[src/rtl/rrv64_core_vec_param_pkg.sv]
// Shared VRF read-path parameters, request/bank-read payloads and the vaddr-to-bank split.
package rrv64_core_vec_param_pkg;

  localparam int unsigned RPORT_NUM  = 5;
  localparam int unsigned BANK_NUM   = 4;
  localparam int unsigned BPORT_NUM  = 2;
  localparam int unsigned ROW_W      = 4;
  localparam int unsigned ADDR_W     = 6;
  localparam int unsigned RS_W       = 16;
  localparam int unsigned FIELD_W    = 2;
  localparam int unsigned BANK_W     = $clog2(BANK_NUM);
  localparam int unsigned BPORT_W    = $clog2(BPORT_NUM);
  localparam int unsigned PTR_W      = $clog2(RPORT_NUM);

  // vaddr = {bank_y, row, bank_x}
  localparam int unsigned BANK_X_BIT = 0;
  localparam int unsigned BANK_Y_BIT = 5;
  localparam int unsigned ROW_LSB    = 1;

  typedef struct packed {
    logic               vld;
    logic [ADDR_W-1:0]  vaddr;
    logic [RS_W-1:0]    rs_idx;
    logic [FIELD_W-1:0] field;
  } vrf_rd_req_t;

  typedef struct packed {
    logic             ren;
    logic [ROW_W-1:0] raddr;
  } vrf_bank_rd_t;

  function automatic logic [BANK_W-1:0] vrf_vaddr2bank(input logic [ADDR_W-1:0] vaddr);
    return {vaddr[BANK_Y_BIT], vaddr[BANK_X_BIT]};
  endfunction

endpackage

[src/rtl/vrf_bank_rr_sel.sv]
// Per-bank round-robin picker: grants the first BPORT_NUM requesters scanning from ptr.
module vrf_bank_rr_sel
  import rrv64_core_vec_param_pkg::*;
(
  input  logic [RPORT_NUM-1:0]                req,
  input  logic [PTR_W-1:0]                    ptr,
  output logic [BPORT_NUM-1:0][RPORT_NUM-1:0] gnt_c,
  output logic                                deny_c,
  output logic [PTR_W-1:0]                    nxt_ptr_c
);

  logic [PTR_W:0]   sum;
  logic [PTR_W-1:0] idx;
  logic [PTR_W-1:0] cnt;
  logic [PTR_W-1:0] last;

  always_comb begin
    gnt_c = '0;
    sum   = '0;
    idx   = '0;
    cnt   = '0;
    last  = ptr;
    for (int unsigned i = 0; i < RPORT_NUM; i++) begin
      sum = {1'b0, ptr} + (PTR_W+1)'(i);
      idx = (sum >= (PTR_W+1)'(RPORT_NUM)) ? PTR_W'(sum - (PTR_W+1)'(RPORT_NUM)) : PTR_W'(sum);
      if (req[idx]) begin
        for (int unsigned k = 0; k < BPORT_NUM; k++) begin
          if (cnt == PTR_W'(k)) begin
            gnt_c[k][idx] = 1'b1;
            last          = idx;
          end
        end
        cnt = cnt + PTR_W'(1);
      end
    end
    deny_c    = cnt > PTR_W'(BPORT_NUM);
    nxt_ptr_c = (last == PTR_W'(RPORT_NUM - 1)) ? '0 : last + PTR_W'(1);
  end

endmodule

[src/rtl/vrf_rd_bank_arb.sv]
// VRF read-request bank arbiter and pipe stage feeding the banked register file.
// Build option VRF_RD_MERGE_EN: same-vaddr requests share one bank port.
module vrf_rd_bank_arb
  import rrv64_core_vec_param_pkg::*;
(
  input  logic                                           clk,
  input  logic                                           rst,
  input  logic [RPORT_NUM-1:0]                           req_vld_i,
  input  logic [RPORT_NUM-1:0][ADDR_W-1:0]               req_vaddr_i,
  input  logic [RPORT_NUM-1:0][RS_W-1:0]                 req_rs_idx_i,
  input  logic [RPORT_NUM-1:0][FIELD_W-1:0]              req_field_i,
  output logic [RPORT_NUM-1:0]                           req_rdy_o,
  input  logic                                           stall_i,
  input  logic                                           flush_i,
  output logic [BANK_NUM-1:0][BPORT_NUM-1:0]             bank_ren_o,
  output logic [BANK_NUM-1:0][BPORT_NUM-1:0][ROW_W-1:0]  bank_raddr_o,
  output logic [RPORT_NUM-1:0]                           pipe_vld_o,
  output logic [RPORT_NUM-1:0][ADDR_W-1:0]               pipe_vaddr_o,
  output logic [RPORT_NUM-1:0][RS_W-1:0]                 pipe_rs_idx_o,
  output logic [RPORT_NUM-1:0][FIELD_W-1:0]              pipe_field_o,
  output logic [RPORT_NUM-1:0][BANK_W-1:0]               pipe_bank_o,
  output logic [RPORT_NUM-1:0][BPORT_W-1:0]              pipe_bport_o
);

  logic [RPORT_NUM-1:0][BANK_W-1:0]             bank;
  logic [RPORT_NUM-1:0][ROW_W-1:0]              row;
  logic [RPORT_NUM-1:0]                         dup;
  logic [BANK_NUM-1:0][RPORT_NUM-1:0]           req_mask;
  logic [BANK_NUM-1:0][BPORT_NUM-1:0][RPORT_NUM-1:0] rr_gnt;
  logic [BANK_NUM-1:0]                          rr_deny;
  logic [BANK_NUM-1:0][PTR_W-1:0]               rr_nxt;
  logic [BANK_NUM-1:0][PTR_W-1:0]               rr_q;
`ifdef VRF_RD_MERGE_EN
  logic [RPORT_NUM-1:0][PTR_W-1:0]              lead;
`endif

  logic [RPORT_NUM-1:0]                         gnt_dir;
  logic [RPORT_NUM-1:0][BPORT_W-1:0]            bport_dir;
  logic [RPORT_NUM-1:0]                         granted;
  logic [RPORT_NUM-1:0][BPORT_W-1:0]            gbport;
  vrf_rd_req_t  [RPORT_NUM-1:0]                 nxt_pipe;
  vrf_bank_rd_t [BANK_NUM-1:0][BPORT_NUM-1:0]   nxt_bank;

  vrf_rd_req_t  [RPORT_NUM-1:0]                 pipe_q;
  vrf_bank_rd_t [BANK_NUM-1:0][BPORT_NUM-1:0]   bank_q;
  logic [RPORT_NUM-1:0][BANK_W-1:0]             pbank_q;
  logic [RPORT_NUM-1:0][BPORT_W-1:0]            pbport_q;

  // Decode and build per-bank request masks; merged followers stay out of arbitration
  always_comb begin
    dup = '0;
`ifdef VRF_RD_MERGE_EN
    lead = '0;
`endif
    for (int unsigned p = 0; p < RPORT_NUM; p++) begin
      bank[p] = vrf_vaddr2bank(req_vaddr_i[p]);
      row[p]  = req_vaddr_i[p][ROW_LSB +: ROW_W];
`ifdef VRF_RD_MERGE_EN
      lead[p] = PTR_W'(p);
      for (int unsigned q = 0; q < RPORT_NUM; q++) begin
        if (q < p && !dup[p] && req_vld_i[q] && req_vld_i[p] &&
            req_vaddr_i[q] == req_vaddr_i[p]) begin
          dup[p]  = 1'b1;
          lead[p] = PTR_W'(q);
        end
      end
`endif
    end
    for (int unsigned b = 0; b < BANK_NUM; b++) begin
      for (int unsigned p = 0; p < RPORT_NUM; p++) begin
        req_mask[b][p] = req_vld_i[p] && (bank[p] == BANK_W'(b)) && !dup[p];
      end
    end
  end

  for (genvar gb = 0; gb < BANK_NUM; gb++) begin : g_bank
    vrf_bank_rr_sel u_rr_sel (
      .req       (req_mask[gb]),
      .ptr       (rr_q[gb]),
      .gnt_c     (rr_gnt[gb]),
      .deny_c    (rr_deny[gb]),
      .nxt_ptr_c (rr_nxt[gb])
    );
  end

  // Collect grants per port and per bank port
  always_comb begin
    gnt_dir   = '0;
    bport_dir = '0;
    nxt_bank  = '0;
    for (int unsigned b = 0; b < BANK_NUM; b++) begin
      for (int unsigned k = 0; k < BPORT_NUM; k++) begin
        nxt_bank[b][k].ren = |rr_gnt[b][k];
        for (int unsigned p = 0; p < RPORT_NUM; p++) begin
          if (rr_gnt[b][k][p]) begin
            gnt_dir[p]           = 1'b1;
            bport_dir[p]         = BPORT_W'(k);
            nxt_bank[b][k].raddr = row[p];
          end
        end
      end
    end
    granted = gnt_dir;
    gbport  = bport_dir;
`ifdef VRF_RD_MERGE_EN
    for (int unsigned p = 0; p < RPORT_NUM; p++) begin
      if (dup[p]) begin
        granted[p] = gnt_dir[lead[p]];
        gbport[p]  = bport_dir[lead[p]];
      end
    end
`endif
    for (int unsigned p = 0; p < RPORT_NUM; p++) begin
      nxt_pipe[p] = '{vld: granted[p], vaddr: req_vaddr_i[p],
                      rs_idx: req_rs_idx_i[p], field: req_field_i[p]};
    end
    req_rdy_o = granted & {RPORT_NUM{!stall_i && !rst}};
  end

  // Pipe stage and round-robin pointers; flush kills valids but lets pointers advance
  always_ff @(posedge clk or posedge rst) begin
    if (rst) begin
      pipe_q   <= '0;
      bank_q   <= '0;
      pbank_q  <= '0;
      pbport_q <= '0;
      rr_q     <= '0;
    end else begin
      if (!stall_i) begin
        pipe_q   <= nxt_pipe;
        bank_q   <= nxt_bank;
        pbank_q  <= bank;
        pbport_q <= gbport;
        for (int unsigned b = 0; b < BANK_NUM; b++) begin
          if (rr_deny[b]) rr_q[b] <= rr_nxt[b];
        end
      end
      if (flush_i) begin
        for (int unsigned p = 0; p < RPORT_NUM; p++) pipe_q[p].vld <= 1'b0;
        for (int unsigned b = 0; b < BANK_NUM; b++) begin
          for (int unsigned k = 0; k < BPORT_NUM; k++) bank_q[b][k].ren <= 1'b0;
        end
      end
    end
  end

  always_comb begin
    for (int unsigned p = 0; p < RPORT_NUM; p++) begin
      pipe_vld_o[p]    = pipe_q[p].vld;
      pipe_vaddr_o[p]  = pipe_q[p].vaddr;
      pipe_rs_idx_o[p] = pipe_q[p].rs_idx;
      pipe_field_o[p]  = pipe_q[p].field;
    end
    for (int unsigned b = 0; b < BANK_NUM; b++) begin
      for (int unsigned k = 0; k < BPORT_NUM; k++) begin
        bank_ren_o[b][k]   = bank_q[b][k].ren;
        bank_raddr_o[b][k] = bank_q[b][k].raddr;
      end
    end
  end

  assign pipe_bank_o  = pbank_q;
  assign pipe_bport_o = pbport_q;

endmodule
[config.mk]
export PLATFORM = sky130hd
export DESIGN_NAME = vrf_rd_bank_arb
export DESIGN_NICKNAME = d
export VERILOG_FILES = /design/src/rtl/rrv64_core_vec_param_pkg.sv /design/src/rtl/vrf_bank_rr_sel.sv /design/src/rtl/vrf_rd_bank_arb.sv
export SDC_FILE = /design/constraint.sdc
export NUM_CORES = 1
export LEC_CHECK = 0
export CAP_MARGIN = 20
export CORE_UTILIZATION = 30
export CTS_CLUSTER_SIZE = 30
export DETAILED_ROUTE_END_ITERATION = 10
export PLACE_DENSITY = 0.56
export SLEW_MARGIN = 20
export SYNTH_ARGS = -nofsm -noshare
export SYNTH_HDL_FRONTEND = slang
export SYNTH_HIERARCHICAL = 1
export SYNTH_SLANG_ARGS = --single-unit
[constraint.sdc]
create_clock -name clk -period 10.39 [get_ports clk]
set_input_delay 3.117 -clock clk [delete_from_list [all_inputs] [get_ports clk]]
set_output_delay 3.117 -clock clk [all_outputs]
set_load 0.1 [all_outputs]
After elaboration in Yosys (flattened, before gate mapping) --
Index checks and enable logic that the tools add are counted.
Storage, ports and cells: register bits 192, input bits 129, output and inout bits 185, word-level logic and storage cells 670
Operators by class: add/sub/neg operators 56, $lt $le $gt $ge 64, equality and inequality tests 36, multiplexer cells 358, bitwise operators 30, reduce and logical (&&, ||, !) cells 76
Operators with widths (count):
- $mux 3 | 92
- $mux 5 | 36
- $mux 10 | 16
- $mux 4 | 40
- $or 5x5->5 | 28
- $mux 1 | 132
- $mux 125 | 1
- $lt 3x4->1 const B | 20
- $ge 4x3->1 const B | 16
- $add 3x1->3 const B | 20
- $bmux 1 s3 | 20
- $demux 1 s3 | 20
- $ge 3x1->1 const B | 20
- $sub 3x3->3 const B | 20
- $eq 3x1->1 const B | 16
- $logic_not 3->1 | 16
- $logic_and 1x1->1 | 41
- $mux 40 | 1
- $reduce_or 5->1 | 8
- $add 3x2->4 const B | 8
- $eq 2x2->1 const B | 10
- $add 3x1->4 const B | 4
- $add 3x3->4 const B | 4
- $eq 3x3->1 const B | 4
- other kinds (9) | 27

Depth between registers and ports, before layout --
Gate-level depths: netlist of the first run.
depth after elaboration 29, mapped depth 30, gate-level depth less buffers 26

Hierarchy --
The synthesis of the first run kept the hierarchy.
By module, submodules not included:
- vrf_rd_bank_arb | times used 1, cells an instance 807, area an instance 8669.6 µm², seq. area each 4554.4 µm²
- vrf_bank_rr_sel (g_bank[1].u_rr_sel ...) | times used 2, cells an instance 298, area an instance 2006.9 µm², seq. area each 0.0 µm²
- vrf_bank_rr_sel (g_bank[0].u_rr_sel) | times used 1, cells an instance 321, area an instance 2087.0 µm², seq. area each 0.0 µm²
- vrf_bank_rr_sel (g_bank[3].u_rr_sel) | times used 1, cells an instance 292, area an instance 2030.7 µm², seq. area each 0.0 µm²

Worst setup path before layout of the first run --
Ideal clock, no wire load.
kind input -> output, start in req_vaddr_i[18] (netlist name), end out req_rdy_o[3], arrival 8.578 ns, data required time 7.273 ns, path slack -1.305 ns, stages 21, buffers on the path 2, cell sequence nor3b_1 -> nand2b_1 -> mux2_2 -> a211oi_2 -> a211oi_4 -> inv_2 -> ha_1 -> clkbuf_1 -> a211oi_1 -> o22ai_1 -> a22oi_1 -> nand3_1 -> inv_1 -> ha_1 -> and2_1 -> nand2_1 -> nand2_1 -> clkbuf_1 -> or4_1 -> nor2_1 -> nor3_1
RTL lines:
- start: declaration | RTL line vrf_rd_bank_arb.sv:9 | input logic [RPORT_NUM-1:0][ADDR_W-1:0] req_vaddr_i,
- end: declaration | RTL line vrf_rd_bank_arb.sv:12 | output logic [RPORT_NUM-1:0] req_rdy_o,

==> out/summary.txt, run 1 <==
status: complete, no violations
Hold Crit Class: flip-flop to flip-flop
Yosys top cell area share: 27.1%
period utilization: 99.2%
GRT Total Usage: 24.7%
Setup Crit Path Kind: input pin to output port
Worst-Skew Late Latency: 0.50 ns
slowest cell on the critical path: or4_1
Fin. Hold Viols: 0
Slew @ Worst Pin: 1.16 ns
register area share after synthesis: 27.1%
hold_buf cts: 0
largest stage delay on the critical path: 0.56 ns
Die ar.: 57000 um^2
commonest cells in the netlist: nand2_1 (217), dfrtp_1 (182), nor2_1 (163), mux2_2 (150), o21ai_0 (130)
initial antenna violation count: 2
fmax: 97.0 MHz
Final nets: 2632
Root Buffer: clkbuf_16
Slew Viols, Final: 0
CP required: 7.27 ns
largest net degree at the start of global routing: 68
CP arrival: 7.19 ns
final setup violation count: 0
syn nets: 2210
Die Height: 239 um
crit path buf inv count: 7
drc violations: 0
Cell Rows: 86
Cell variety after synth: 113
input/output buffers: 313
skew final: 0.0202 ns
starting density of the core: 30.4%
via density per instance: 5.67
Netlist Area Pre-Place: 16800 um^2
total CTS buffers: 17
Pre-antenna DRT Iters: 6
most common cell in the synthesized netlist: nand2_1
initial DRC count: 1677
Longest Clk Path Bufs: 2
clock-pin slew on the worst setup and hold paths: 0.08 ns
Post-synth EDFFs: 0
CP Capture Type: output port
final setup margin: 0.0807 ns
Post-synth ARST share: 100%
IO Count: 314
DRT Wirelength: 71.4 mm
synth top area cells: dfrtp_1 (27%), mux2_2 (10%), nand2_1 (4.8%)
post-layout min period: 10.31 ns
worst-path maximum fanout: 5
core region area: 55200 um^2
TritonCTS clock tree: done
post-route ant nets: 0
most used flip-flop cell after synthesis: dfrtp_1
Remaining Overflow, GRT: 0
critical register-to-register path startpoint: rr_q[1]
Wirelength per Cell: 22.3 um
delay-heaviest family, CP: buffers and inverters
RSZ-0062 raised after global routing: yes
Post-Syn Instances: 2016
flops & latches, synth: 182
post-DP HPWL: 54.8 mm
Synthesis Warnings: 6
crit path from: req_vld_i[0]
Syn-to-layout area delta: 37.6%
Clock Sink Count: 182
Mean Syn Cell Area: 8.33 um^2
vias after detailed routing: 18100
cells along the critical path: clkdlybuf4s50_1 -> nand2_1 -> nor2_4 -> buf_4 -> mux4_2 -> mux2_2 -> a32oi_4 -> buf_4 -> buf_4 -> nor2_1 -> buf_4 -> a31oi_1 -> o211ai_1 -> or4_1 -> nor2_2 -> buf_4 -> nor3_4 -> buf_12
max_cap viols: 0
most used cell, CP: buf_4
Horiz. Die Dim: 239 um
H-tree Lvls: 4
Slew HR: 22.2%
vias in the first global route: 17600
beginning of the worst hold path: pipe_vaddr_o[15]
dpl ws: -0.394 ns
first-pass GRT wire length: 107 mm
Yosys top cell by area: dfrtp_1
share of cells above drive strength 1: 23.9%
RePlAce Congestion: 1.01
Worst setup SP type: input pin
[timing repair]
| item | 4_1_cts | 5_1_grt |
|---|---|---|
| pin swaps | 13 | 28 |
| setup endpoints to repair | 5 | 5 |
| setup buffers | 8 | 6 |
| gates resized for setup | 35 | 81 |
[worst register-to-register path, cell delays in order, from the launching register on]
cell and delay [ns]:
dfrtp_1 0.65, inv_1 0.33, ha_1 0.75, inv_1 0.30
mux2i_1 0.45, and4_1 0.35, a211oi_4 0.05, inv_2 0.09
ha_4 0.23, a211oi_2 0.18, o22ai_1 0.11, a22oi_1 0.18
nand3_2 0.10, inv_1 0.09, ha_1 0.16, o21ai_0 0.11
or3_4 0.50, mux2i_1 0.17, a31o_2 0.25, inv_2 0.06
ha_1 0.17, nor2_1 0.08, mux2_2 0.26, a311o_1 0.33
mux2_2 0.26
[final timing paths]
check | slack [ns] | depth (start not counted) | end
max | 0.08 | 18 | req_rdy_o[0]
min | 0.49 | 2 | pipe_vaddr_o[15]
max reg2reg | 4.08 | 24 | rr_q[2]
min reg2reg | 0.49 | 2 | pipe_vaddr_o[15]
max in group asynchronous | 5.64 | 3 | bank_raddr_o[3]
min in group asynchronous | 3.46 | 2 | pipe_vaddr_o[0]
[cell type report]
cell class	count	area (um^2)
Tap cell	748	936
Clock buffer	17	425
Fill cell	5557	32100
Antenna cell	1	2.50
Inverter	115	442
Sequential cell	182	4550
Clock inverter	15	201
Timing Repair Buffer	551	5020
Multi-Input combinational cell	1571	11500
[logic make-up (layout without fill, tap and decap cells)]
family / count (synthesis) / in the layout / share of synthesized area [%]
compound gates: 618 / 618 / 26.4
buf+inv: 263 / 698 / 7.26
xor+xnor: 26 / 26 / 1.36
fa+ha+maj: 65 / 65 / 5.02
simple gates: 672 / 672 / 20.1
mux: 190 / 190 / 12.8
flops: 182 / 182 / 27.1
other cells: 0 / 1 / 0
[layout by cell type, fill, tap and decap left out, types with 21 or more instances in the layout]
cell type,Yosys,final
clkdlybuf4s50_1,0,295
buf_4,18,234
nand2_1,217,213
dfrtp_1,182,182
nor2_1,163,154
mux2_2,150,148
o21ai_0,130,118
inv_1,98,97
a21oi_1,99,94
ha_1,61,58
nor3_1,45,39
nand3_1,37,36
a221oi_1,33,33
nor2b_1,33,33
mux2i_1,33,33
nand2b_1,28,28
a21o_1,21,21
o21ai_1,12,21
xnor2_1,25,21
[sequential cells by signal, summed over array words and instances (netlist names)]
name,count
pipe_rs_idx_o,80
bank_raddr_o,32
pipe_vaddr_o,30
rr_q,12
pipe_field_o,10
bank_ren_o,8
pipe_bport_o,5
pipe_vld_o,5
[per-layer routing]
metal / vias to the layer above / wire length (um) / part of all wire (%) / track usage, %
met4: 2 / 2030 / 2.8 / 8.49
li1: 8321 / - / - / -
met3: 123 / 6120 / 8.6 / 5.59
met2: 873 / 32700 / 46 / 39.6
met5: - / 8 / 0.011 / 0
met1: 8822 / 30500 / 43 / 32.4
[stage by stage]
stage                     area (um^2)  utilization [%]  std cells  hold WS, ns  TNS [ns]
after floorplan                 16900                -       2016        0.534   -0.0353
final                           23100             41.9       3200        0.493         0
after global placement          21900             39.7       3153        0.469     -1.47
after CTS                       22700             41.2       3193        0.503  -0.00831
after global routing            23100             41.9       3199        0.515    -0.112
after detailed placement        21900             39.7       3153        0.483     -1.73
Power of run 1 is left out: the tool's default activity adds up to more than one toggle a clock period on the data nets, which glitch-free logic cannot reach.
==> inputs of run 2 (changes only) <==
GPL_TIMING_DRIVEN = 1   (was not set)
==> results of run 2 <==
The final DEF is identical to that of run 1; final timing and power are the same.
Power of run 2 is left out for the same reason.
==> inputs of run 3 (changes only) <==
HOLD_SLACK_MARGIN = 0.12   (was not set)
SETUP_SLACK_MARGIN = 0.02   (was not set)
==> out/summary.txt, run 3 (synthesis results as in run 1) <==
status: complete, no violations (unchanged)
Clock Sink Count: 182 (unchanged)
RePlAce Congestion: 1.01 (unchanged)
Slew HR: 22.7% (was 22.2%)
most common cell after layout, fill and taps aside: clkdlybuf4s50_1 (unchanged)
GRT met3 Usage: 5.64% (was 5.59%)
via density per instance: 5.69 (was 5.67)
IO Count: 314 (unchanged)
Wirelength per Cell: 22.3 um (about the same)
TritonCTS clock tree: done (unchanged)
most frequent cells in the layout: clkdlybuf4s50_1 (294), buf_4 (236), nand2_1 (212), dfrtp_1 (182), nor2_1 (154) (was clkdlybuf4s50_1 (295), buf_4 (234), nand2_1 (213), dfrtp_1 (182), nor2_1 (154))
Syn-to-layout area delta: 38.3% (was 37.6%)
Fin. Hold Viols: 0 (unchanged)
initial antenna violation count: 2 (unchanged)
Die ar.: 57000 um^2 (unchanged)
Root Buffer: clkbuf_16 (unchanged)
max reg flops: 80 (unchanged)
fin cells: 3206 (was 3200)
reg2reg end: rr_q[2] (unchanged)
Pre-antenna DRT Iters: 7 (was 6)
skew final: 0.0188 ns (was 0.0202 ns)
Horiz. Die Dim: 239 um (unchanged)
grt peak-use layer: met2 (unchanged)
Cell Rows: 86 (unchanged)
share of cells above drive strength 1: 24.7% (was 23.9%)
first-pass GRT wire length: 107 mm (about the same)
clock-pin slew on the worst setup and hold paths: 0.08 ns (about the same)
vias in the first global route: 17600 (about the same)
Longest Clk Path Bufs: 2 (unchanged)
critical register-to-register path startpoint: rr_q[1] (unchanged)
CP Capture Type: output port (unchanged)
Die Height: 239 um (unchanged)
hold endpoint: pipe_vaddr_o[15] (unchanged)
Hold Path Depth: 2 (unchanged)
core region area: 55200 um^2 (unchanged)
Inst Count DP: 3153 (unchanged)
max_cap viols: 0 (unchanged)
cells along the critical path: clkdlybuf4s50_1 -> nand2_1 -> nor2_4 -> buf_4 -> mux4_2 -> mux2_2 -> a32oi_4 -> buf_4 -> buf_4 -> nor2_1 -> buf_4 -> a31oi_1 -> o211ai_1 -> or4_1 -> nor2_2 -> buf_4 -> nor3_4 -> buf_12 (unchanged)
slowest cell on the critical path: or4_1 (unchanged)
Slew @ Worst Pin: 1.16 ns (about the same)
Worst setup SP type: input pin (unchanged)
GR Layer Usage met2: 39.3% (was 39.6%)
largest net degree at the start of global routing: 68 (unchanged)
vias after detailed routing: 18200 (was 18100)
Worst R2R Path Depth: 24 (unchanged)
total CTS buffers: 17 (unchanged)
most used cell, CP: buf_4 (unchanged)
Hold Crit Class: flip-flop to flip-flop (unchanged)
period utilization: 99.0% (was 99.2%)
input/output buffers: 313 (unchanged)
DRT Wirelength: 71.4 mm (about the same)
largest stage delay on the critical path: 0.56 ns (about the same)
Final nets: 2638 (was 2632)
post-DP HPWL: 54.8 mm (unchanged)
fmax: 97.2 MHz (was 97.0 MHz)
post-route ant nets: 0 (unchanged)
CP required: 7.27 ns (about the same)
worst-path maximum fanout: 4 (was 5)
Setup Crit Path Kind: input pin to output port (unchanged)
CP arrival: 7.17 ns (was 7.19 ns)
drc violations: 0 (unchanged)
starting density of the core: 30.4% (unchanged)
post-layout min period: 10.29 ns (was 10.31 ns)
initial DRC count: 1705 (was 1677)
Worst-Skew Late Latency: 0.50 ns (about the same)
beginning of the worst hold path: pipe_vaddr_o[15] (unchanged)
GRT Total Usage: 24.7% (about the same)
Remaining Overflow, GRT: 0 (unchanged)
met1 Use GR: 32.5% (was 32.4%)
H-tree Lvls: 4 (unchanged)
R2R Setup Slk: 4.09 ns (was 4.08 ns)
Slew Viols, Final: 0 (unchanged)
final setup violation count: 0 (unchanged)
==> run 3: critical path: cells and delay by family <==
| kind | cells | cell delay (ns) |
|---|---|---|
| buf+inv | 7 | 1.40 |
| simple gates | 6 | 1.04 |
| compound gates | 3 | 0.85 |
| mux | 2 | 0.74 |
==> run 3: cell type report <==
cell class                      instances  area [um^2]
Fill cell                            5540        32000
Multi-Input combinational cell       1571        11600
Timing Repair Buffer                  557         5080
Sequential cell                       182         4550
Tap cell                              748          936
Inverter                              115          442
Clock buffer                           17          425
Clock inverter                         15          201
Antenna cell                            1         2.50
==> run 3: worst max path at each step <==
stage	startpoint	end	slack, ns	depth (start not counted)
floorplan	req_vaddr_i[18]	req_rdy_o[3]	-0.04	21
global placement	req_vaddr_i[18]	req_rdy_o[3]	-0.38	20
detailed placement	req_vaddr_i[18]	req_rdy_o[3]	-0.39	19
CTS	req_vld_i[1]	req_rdy_o[3]	0.01	21
global route	req_vld_i[4]	req_rdy_o[3]	-0.01	21
finish	req_vld_i[0]	req_rdy_o[0]	0.10	18
==> run 3: what timing repair did <==
item	4_1_cts	5_1_grt
pin swaps	17	44
setup buffers	7	13
setup endpoints to repair	5	5
hold buffers	0	0
resized for setup	44	100
hold endpoints to repair	0	0
==> run 3: per-layer routing <==
layer	wire length (um)	part of all wire (%)
met1	30300	42
met2	32600	46
met3	6260	8.8
met4	2220	3.1
met5	8	0.011
==> run 3: through the flow <==
step / worst slack [ns] / cell area (um^2) / setup TNS, ns / util [%] / hold WS (ns)
3_5_place_dp: -0.394 / 21900 / -1.73 / 39.7 / 0.483
2_1_floorplan: -0.0353 / 16900 / -0.0353 / - / 0.534
6_report: 0.102 / 23200 / 0 / 42.1 / 0.493
5_1_grt: -0.0145 / 23200 / -0.0271 / 42.1 / 0.515
4_1_cts: 0.0113 / 22700 / 0 / 41.2 / 0.503
3_3_place_gp: -0.378 / 21900 / -1.47 / 39.7 / 0.469
Power of run 3 is left out for the same reason.
==> patch 1: new RTL, config.mk and constraints of run 1 <==
Make the reset (`rst`) synchronous in one clocked block.
--- a/src/rtl/vrf_rd_bank_arb.sv
+++ b/src/rtl/vrf_rd_bank_arb.sv
@@ -118,7 +118,7 @@
   end
 
   // Pipe stage and round-robin pointers; flush kills valids but lets pointers advance
-  always_ff @(posedge clk or posedge rst) begin
+  always_ff @(posedge clk) begin
     if (rst) begin
       pipe_q   <= '0;
       bank_q   <= '0;
Function: changed (a bounded check fails within 4 cycles, from zero or initial values and one cycle with rst high; the reset may be asserted at any time).
==> patch 1 against run 1 <==
- sequential share of layout area decreased by 3.2 points
- largest cell class unchanged
- synthesized cell count up 7.4%
- first-iteration DRC count increased by 2.5%
- critical endpoint unchanged
- synthesized area is 2.3% lower
- worst setup slack gained 21 ps
- routed wire length down 5.8%
- design area fell by 4.5%
- global-route usage shrank 1.5 points
- sequential cell count unchanged
Power is not shown: default switching activity piles up to over one toggle a cycle in this logic, so the estimate is an artifact.
==> patch 1: results <==
[status]
status = "completed"

[global_routing]
grt_max_degree = 128
grt_antenna_before_repair = 0
grt_pass1_vias = 17000
use_met2_pct = 37.4
use_met3_pct = 4.20

[placement]
dp_hpwl_mm = 51.9
place_congestion = 0.959

[synth]
synth_ff_type = "dfxtp_1"
synth_xor_area_share_pct = 1.44
async_flop_share_pct = 0
ys_top_cells_by_area = "dfxtp_1 22%, mux2i_1 9.8%, nor2_1 7.0%, ha_1 4.7%, a21oi_1 3.9%"
yosysSeqAreaShare_pct = 22.2
netlist_instances = 2165
yosys.area_share.adder_pct = 5.14
synth_compound_area_share_pct = 26.7
muxShareOfSynthArea_pct = 11.6

[cells_and_area]
fin_cells = 3240
layout-drive-gt1-share_pct = 16.0

[cts]
cts_resized = 9
clkLatencyLatePin_ps = 460

[setup_path]
slowest_stage = "clkdlybuf4s50_1"
cpPeakStageDelay_ps = 430
cp_data_arrival_time_ps = 7170

[routing]
drt_iter0_markers = 1719
routed.top_layer = "met4"
wl_met1_mm = 29.0

[sta]
skew_ps = 22.3

[min_path]
hold_start = "bank_raddr_o[1]"
[patch 1: cell types whose count changed after synthesis, moves of 24 or more]
cell | run 1 | this run
dfrtp_1 | 182 | 0
dfxtp_1 | 0 | 182
nor2_1 | 163 | 305
mux2_2 | 150 | 15
mux2i_1 | 33 | 161
nand2_1 | 217 | 161
a21oi_1 | 99 | 127
nor2b_1 | 33 | 57
[patch 1: stage by stage]
stage / hold slack [ps] / instance area, um2
after floorplan: 513 / 16500
after global placement: 448 / 21100
after detailed placement: 461 / 21100
after CTS: 480 / 21700
after global routing: 491 / 22100
final: 472 / 22100
[patch 1: final cells by class]
cell class	count	area, um2
fill	5365	31800
multi-input combinational	1719	11900
timing repair buffer	516	4760
sequential	182	3640
tap	696	871
clock buffer	18	439
inverter	94	353
clock inverter	14	159
antenna	1	2.50
[patch 1: worst max-delay path, delay by kind of cell]
family	cells	cell delay (ps)
xor+xnor	2	430
buf+inv	8	1510
compound gates	5	1030
fa+ha+maj	1	200
mux	1	260
simple gates	3	620
==> patch 2: new RTL, flow settings as in run 1 <==
Without the edit above. The package constant `BPORT_NUM` goes from 2 to 4.
--- a/src/rtl/rrv64_core_vec_param_pkg.sv
+++ b/src/rtl/rrv64_core_vec_param_pkg.sv
@@ -3,7 +3,7 @@
 
   localparam int unsigned RPORT_NUM  = 5;
   localparam int unsigned BANK_NUM   = 4;
-  localparam int unsigned BPORT_NUM  = 2;
+  localparam int unsigned BPORT_NUM  = 4;
   localparam int unsigned ROW_W      = 4;
   localparam int unsigned ADDR_W     = 6;
   localparam int unsigned RS_W       = 16;
Interface: changed (resized bank_raddr_o, bank_ren_o and pipe_bport_o); port bits go from 314 to 359. No check against the original RTL was run, so the function may have changed too.
==> patch 2 against run 1 <==
- the flow now finishes with violations (setup timing)
- synthesized area grew 26%
- register-to-register slack lost 3100 ps
- sequential cell count grew 45
- worst setup slack lost 520 ps
- first-iteration DRC count grew 51%
- count of clock-buffer cells in the layout grew 23
- design area grew 32%
- die area grew 26%
- largest cell class unchanged
- routed wire length grew 37%
- via count grew 32%
- critical endpoint is now req_rdy_o[2]
Power is left out: the tool's default activity adds up to more than one toggle a clock period on the data nets, which glitch-free logic cannot reach.
==> patch 2: results <==
[setup_path]
reg2reg_from = "rr_q[0]"
reg2reg_setup_slack_ps = 970
r2r-end = "pipe_vld_o[4]"
slowest_stage = "or4_4"
crit_fanout = 4
reg2regPathDepth = 52
cp_data_arrival_time_ps = 7710

[cells_and_area]
clkbuf_count = 40
n_all_inverters = 102
clockNetworkAreaShare_pct = 3.24
multi_input_area_share_pct = 49.3
num-nonclk-buffers = 813
multi_input_comb_cells = 2034
final-nonclk-buf-share_pct = 23.5
seq_area_um2 = 5680

[sta]
setup_viol = 5
hold_ws_ps = 489
skew_ps = 18.7
setup_slack_ps = -441
fmax_ghz = 0.0923

[synth]
synthesis.nets = 2804
yosysSeqAreaShare_pct = 26.9
netlist_instances = 2584
synth_common_cells = "242 x nand2_1, 236 x a21oi_1, 227 x dfrtp_1"
ys_top_cells_by_area = "dfrtp_1 27%, mux2_2 6.9%, a21oi_1 5.6%, ha_1 5.1%, nand2_1 4.3%"

[global_routing]
grt_max_degree = 140
grt_usage_pct = 26.3
grt_pass1_wl_mm = 146

[placement]
place_congestion = 0.974
place_area_um2 = 28100
place_inst = 4027
dp_hpwl_mm = 74.5

[cts]
clkLatencyLatePin_ps = 610
htreeDepth = 1
clk_path_buf_depth = 3

[status]
status = "finished with violations"
violations = "setup timing"

[floorplan]
nWellTaps = 931

[min_path]
whs_path_depth = 1

[routing]
drt_iter0_markers = 2534
==> patch 2: cell types whose count changed in the layout (fill, tap and decap cells not counted), sizes merged, moves of 41 or more <==
cell | before | now
a22oi | 17 | 64
dfrtp | 182 | 227
a21oi | 103 | 240
nor2 | 166 | 213
clkdlybuf4s50 | 295 | 336
buf | 243 | 474
==> patch 2: critical path, delay by kind of cell <==
| family | cells | cell delay [ps] |
|---|---|---|
| compound gates | 2 | 620 |
| fa+ha+maj | 4 | 670 |
| buf+inv | 5 | 600 |
| mux | 2 | 580 |
| simple gates | 9 | 2110 |
==> patch 2: how the worst max path moves through the flow <==
| stage | to | slack [ps] | cells after the start |
|---|---|---|---|
| 2_1_floorplan | req_rdy_o[2] | -490 | 21 |
| 3_3_place_gp | req_rdy_o[2] | -970 | 22 |
| 3_5_place_dp | req_rdy_o[2] | -1020 | 22 |
| 4_1_cts | req_rdy_o[2] | -600 | 22 |
| 5_1_grt | req_rdy_o[2] | -570 | 22 |
| 6_report | req_rdy_o[2] | -440 | 22 |
==> patch 2: what timing repair did <==
| item | 4_1_cts | 5_1_grt |
|---|---|---|
| pin swaps | 62 | 24 |
| endpoints found under the setup margin | 5 | 6 |
| resized for setup | 146 | 56 |
| buffers inserted | 72 | 11 |
==> patch 2: cells by family after synthesis <==
family                   Yosys count  synth area share [%]
AO/OA/AOI/OAI                    856                  28.6
XOR/XNOR                          25                  1.07
adder cells (fa/ha/maj)           91                  5.53
buffers and inverters            323                  6.76
flip-flops                       227                  26.9
multiplexers                     207                  11.0
AND/OR/NAND/NOR                  855                  20.2
==> patch 2: per-layer routing <==
layer	share of wire, %	up-vias	track usage (%)
li1	-	10900	-
met1	42	11800	34.1
met2	48	1078	44.4
met3	6.8	195	3.48
met4	3.7	0	9.33
met5	0	-	0
